--- src/rtl/imem_line_responder.sv ---
// imem_line_responder: one-line instruction buffer that answers fetch requests
// and refills itself from a 16-bit physical memory port in 8 beats on a miss.
module imem_line_responder (
    input  logic         clk,
    input  logic         reset,
    input  logic         imem_action_stb,
    input  logic         imem_action_cyc,
    input  logic [15:0]  imem_address,
    output logic [127:0] imem_rdata,
    output logic         imem_resp,
    output logic [15:0]  pmem_address,
    output logic         pmem_read,
    input  logic [15:0]  pmem_rdata,
    input  logic         pmem_resp
);
    typedef enum logic [1:0] {IDLE, FILL, RESPOND} state_t;

    state_t         state, state_next;
    logic           valid;
    logic [11:0]    tag;
    logic [127:0]   line;
    logic [2:0]     beat;
    logic           req, same, hit, last_beat;

    assign req       = imem_action_stb && imem_action_cyc;
    assign same      = req && (imem_address[15:4] == tag);
    assign hit       = same && valid;
    assign last_beat = pmem_resp && (beat == 3'd7);

    always_comb begin
        state_next = state;
        case (state)
            IDLE:    state_next = req ? (hit ? RESPOND : FILL) : IDLE;
            FILL:    state_next = last_beat ? (same ? RESPOND : IDLE) : FILL;
            RESPOND: state_next = IDLE;
            default: state_next = IDLE;
        endcase
    end

    always_ff @(posedge clk or posedge reset) begin
        if (reset) begin
            state <= IDLE;
            valid <= 1'b0;
            tag   <= 12'd0;
            line  <= 128'd0;
            beat  <= 3'd0;
        end else begin
            state <= state_next;
            if (state == IDLE && req && !hit) begin
                tag   <= imem_address[15:4];
                valid <= 1'b0;
                beat  <= 3'd0;
            end else if (state == FILL && pmem_resp) begin
                line[{beat, 4'b0000} +: 16] <= pmem_rdata;
                if (beat == 3'd7)
                    valid <= 1'b1;
                else
                    beat <= beat + 3'd1;
            end
        end
    end

    // Address and read strobe come straight from registers, so reset drops them at once
    assign pmem_address = {tag, beat, 1'b0};
    assign pmem_read    = (state == FILL);
    assign imem_resp    = (state == RESPOND);
    assign imem_rdata   = line;
endmodule

--- config.mk ---
export PLATFORM = sky130hd
export DESIGN_NAME = imem_line_responder
export DESIGN_NICKNAME = d
export VERILOG_FILES = /design/src/rtl/imem_line_responder.sv
export SDC_FILE = /design/constraint.sdc
export NUM_CORES = 1
export LEC_CHECK = 0
export CAP_MARGIN = 20
export CORE_MARGIN = 4
export CORE_UTILIZATION = 52
export CTS_CLUSTER_SIZE = 40
export DETAILED_ROUTE_END_ITERATION = 10
export HOLD_SLACK_MARGIN = 0.15
export PLACE_DENSITY = 0.9
export RECOVER_POWER = 50
export SLEW_MARGIN = 10
export SYNTH_ARGS = -nofsm -noshare
export SYNTH_HDL_FRONTEND = slang
export SYNTH_SLANG_ARGS = --single-unit
--- constraint.sdc ---
create_clock -name clk -period 8 [get_ports clk]
set_input_delay 1.6 -clock clk [delete_from_list [all_inputs] [get_ports clk]]
set_output_delay 1.6 -clock clk [all_outputs]
set_load 0.005 [all_outputs]
==> flow_metrics.env <==
export IMPL_hold_viol=0
export IMPL_arrival_ps=5320
export IMPL_design_core_area_mm2=0.0126
export IMPL_post_cts_setup_buffers=0
export IMPL_slowest_delay_ps=2240
export IMPL_peakVddDrop_uv=232
export IMPL_synth_cells=667
export IMPL_cpMaxStageDelayCell="clkinvlp_2"
export IMPL_syn_cell_area_mm2=0.00667
export IMPL_die_area_mm2=0.0147
export IMPL_max_cap_violations=1
export IMPL_power_switching_fraction_pct=35.4
export IMPL_area_growth_syn_to_layout_pct=36.0
export IMPL_cp_cell_sequence="dlygate4sd3_1 > clkinvlp_2 > buf_4"
export IMPL_crit_type="in -> async"
export IMPL_root_buffer="clkbuf_16"
export IMPL_start_util_pct=53.1
export IMPL_whs_endpoint="imem_rdata[18]"
export IMPL_maxSlewViolCount=92
export IMPL_reg2reg_to="imem_rdata[58]"
export IMPL_cts_sinks=146
export IMPL_grt_max_degree=92
export IMPL_fin_setup_tns_ps=0
export IMPL_reg2reg_setup_slack_ps=4950
export IMPL_critical_path_top_delay_family="buffers and inverters"
export IMPL_clk_latency_ps=420
export IMPL_rr_worst_depth=7
export IMPL_hold_buffers=0
export IMPL_cts_made_buffers=17
export IMPL_dr_pass1_iters=5
export IMPL_setup_viol=0
export IMPL_drt_iter0_drc=652
export IMPL_hold_start="imem_rdata[18]"
export IMPL_cts_clk_slew_worst_paths_ps=60
export IMPL_antenna_diode_count=0
export IMPL_finalCritPeriodShare_pct=60.6
export IMPL_synth_seq_cells=146
export IMPL_grt_total_usage_pct=27.0
export IMPL_die_h_um=121
export IMPL_postRouteAntennaNets=0
export IMPL_p_leak_nw=4.07
export IMPL_final_common_cell="dfrtp_1"
export IMPL_critical_path_required_ps=8480
export IMPL_power_frac_clock_pct=22.0
export IMPL_path_buf_inv=3
export IMPL_whs_path_depth=2
export IMPL_num_vias=5754
export IMPL_numPortBuffers=177
export IMPL_p_comb_share_pct=41.2
export IMPL_syn_avg_cell_area_um2=10.0
export IMPL_grt_setup_unrepaired="no"
export IMPL_final_cell_mix="dfrtp_1, dlygate4sd3_1, nand2_1, nand3_1, o21ai_0"
export IMPL_drc=0
export IMPL_fin_util_pct=72.2
export IMPL_cp_end_kind="async pin"
export IMPL_dp_hpwl_um=13100
export IMPL_relSlewSlack_pct=-166
export IMPL_power_density_mw_per_mm2=389
export IMPL_critPathLaunchType="primary input"
export IMPL_grt_pass1_wl_um=30400
export IMPL_wirelength_um=19700
export IMPL_ys_warnings_count=0
export IMPL_gp_congestion=0.819
export IMPL_drive_gt1_share_pct=9.47
export IMPL_seqPwrFrac_pct=36.8
export IMPL_synth_distinct_cells=40
export IMPL_violations="capacitance limit, slew limit"
export IMPL_min_path_type="reg -> reg"
export IMPL_clock_path_buffers=2
export IMPL_synth_nets=710
export IMPL_overflow=0
export IMPL_fmax_mhz=206
export IMPL_io_pins=183
export IMPL_tritoncts="built"
export IMPL_die_w_um=121
export IMPL_fin_worst_skew_ps=6.46
export IMPL_fin_nets=864
export IMPL_status="complete, but fails checks"
export IMPL_r2r_start="beat[0]"
export IMPL_min_period_ps=4850
export IMPL_cp_max_fo=91
export IMPL_power_switching_w=0.00125
export IMPL_wl_per_cell_um=19.6
export IMPL_antenna_found_initial=0
export IMPL_htreeDepth=4
export IMPL_power_internal_w=0.00228
export IMPL_routed_via_density=5.72
export IMPL_first_global_vias=5442
export IMPL_ys_seq_area_share_pct=54.8
export IMPL_cts_resized=0
export IMPL_rows=41
export IMPL_worstMarginPinSlew_ps=3970
## sequential cells by signal, indices dropped and copies added (netlist names)
| signal | flops |
|---|---|
| tag | 12 |
| imem_rdata | 128 |
| valid | 1 |
| state | 2 |
| beat | 3 |
## how the worst max path moves through the flow
| stage | startpoint | to | slack [ps] | depth (start not counted) |
|---|---|---|---|---|
| finish | reset | imem_rdata[65] | 3150 | 3 |
| detailed placement | pmem_resp | imem_rdata[118] | 4050 | 5 |
| global route | reset | imem_rdata[65] | 2490 | 3 |
| global placement | imem_action_stb | beat[0] | 4130 | 4 |
| floorplan | reset | beat[0] | 2480 | 1 |
| CTS | pmem_resp | imem_rdata[58] | 4400 | 5 |
## synthesized netlist by cell type (all sizes together)
| cell type | count | area share [%] |
|---|---|---|
| and4b | 3 | 0.45 |
| a211o | 1 | 0.13 |
| o31a | 1 | 0.13 |
| conb | 1 | 0.056 |
| nor2b | 4 | 0.38 |
| and3b | 2 | 0.26 |
| a221oi | 12 | 1.6 |
| mux2 | 33 | 6.1 |
| dfrtp | 146 | 55 |
| nand4bb | 1 | 0.17 |
| nor4b | 1 | 0.36 |
| nand3 | 65 | 5.1 |
| a31oi | 3 | 0.28 |
| and4 | 3 | 0.41 |
| clkbuf | 23 | 1.3 |
| xnor2 | 13 | 1.7 |
| buf | 24 | 2.2 |
| nand2 | 110 | 6.2 |
| or3 | 1 | 0.094 |
| nand4 | 3 | 0.47 |
| o21ai | 107 | 8.0 |
| nor4bb | 1 | 0.15 |
| nor3 | 3 | 0.22 |
| nor3b | 14 | 1.9 |
| or4 | 12 | 1.4 |
| mux2i | 2 | 0.30 |
| nor4 | 1 | 0.094 |
| ha | 6 | 1.1 |
| inv | 51 | 2.9 |
| and2 | 15 | 1.4 |
| nor2 | 5 | 0.39 |
## kinds of logic (layout without fill, tap and decap cells)
logic type	Yosys count	in the layout	share of synthesized area, %
AOI/OAI and AO/OA	124	124	10.1
xor gates and xnor gates	13	13	1.71
adders and majority gates	6	6	1.13
buffers and inverters	98	265	6.40
DFF	146	146	54.8
muxes	35	35	6.43
other	1	1	0.0562
and+or+nand+nor	244	244	19.4
## tightest hold or removal path, cell delays in order (launching register included)
cell and delay [ps]:
dfrtp_1 340, nand2_1 50, o21ai_0 60
## routing by layer
layer / wire, µm / track usage (%) / vias to the layer above
met5: 0 / 0 / -
met3: 1940 / 7.27 / 63
met4: 823 / 12.4 / 0
met2: 9470 / 43.0 / 319
met1: 7460 / 34.7 / 2777
li1: - / - / 2595
## power by group through the flow
| stage | registers (W) | clock network (W) | logic, W |
|---|---|---|---|
| floorplan | 0.00128 | 0 | 0.000698 |
| CTS | 0.00131 | 0.000784 | 0.00155 |
| finish | 0.00130 | 0.000778 | 0.00146 |
| global route | 0.00134 | 0.000815 | 0.00159 |
| global placement | 0.00129 | 0 | 0.00148 |
| detailed placement | 0.00131 | 0 | 0.00153 |
## final cells by class
cell class                 instances  area [µm²]
clock buffer                      19         443
clock inverter                    13         134
fill                             831        3500
inverter                          51         193
multi-input combinational        423        2600
sequential                       146        3650
tap                              172         215
timing repair buffer             182        1840
## metrics by stage
step	power [W]	worst slack (ps)	instances	hold slack, ps	area (µm²)
after floorplan	0.00198	2480	667	473	6670
after global placement	0.00276	4130	970	461	8440
after detailed placement	0.00284	4050	970	470	8440
after CTS	0.00364	4400	1002	483	9020
after global routing	0.00374	2490	1006	510	9070
final	0.00353	3150	1006	474	9070
No activity file was read; power rests on OpenSTA's default activity.
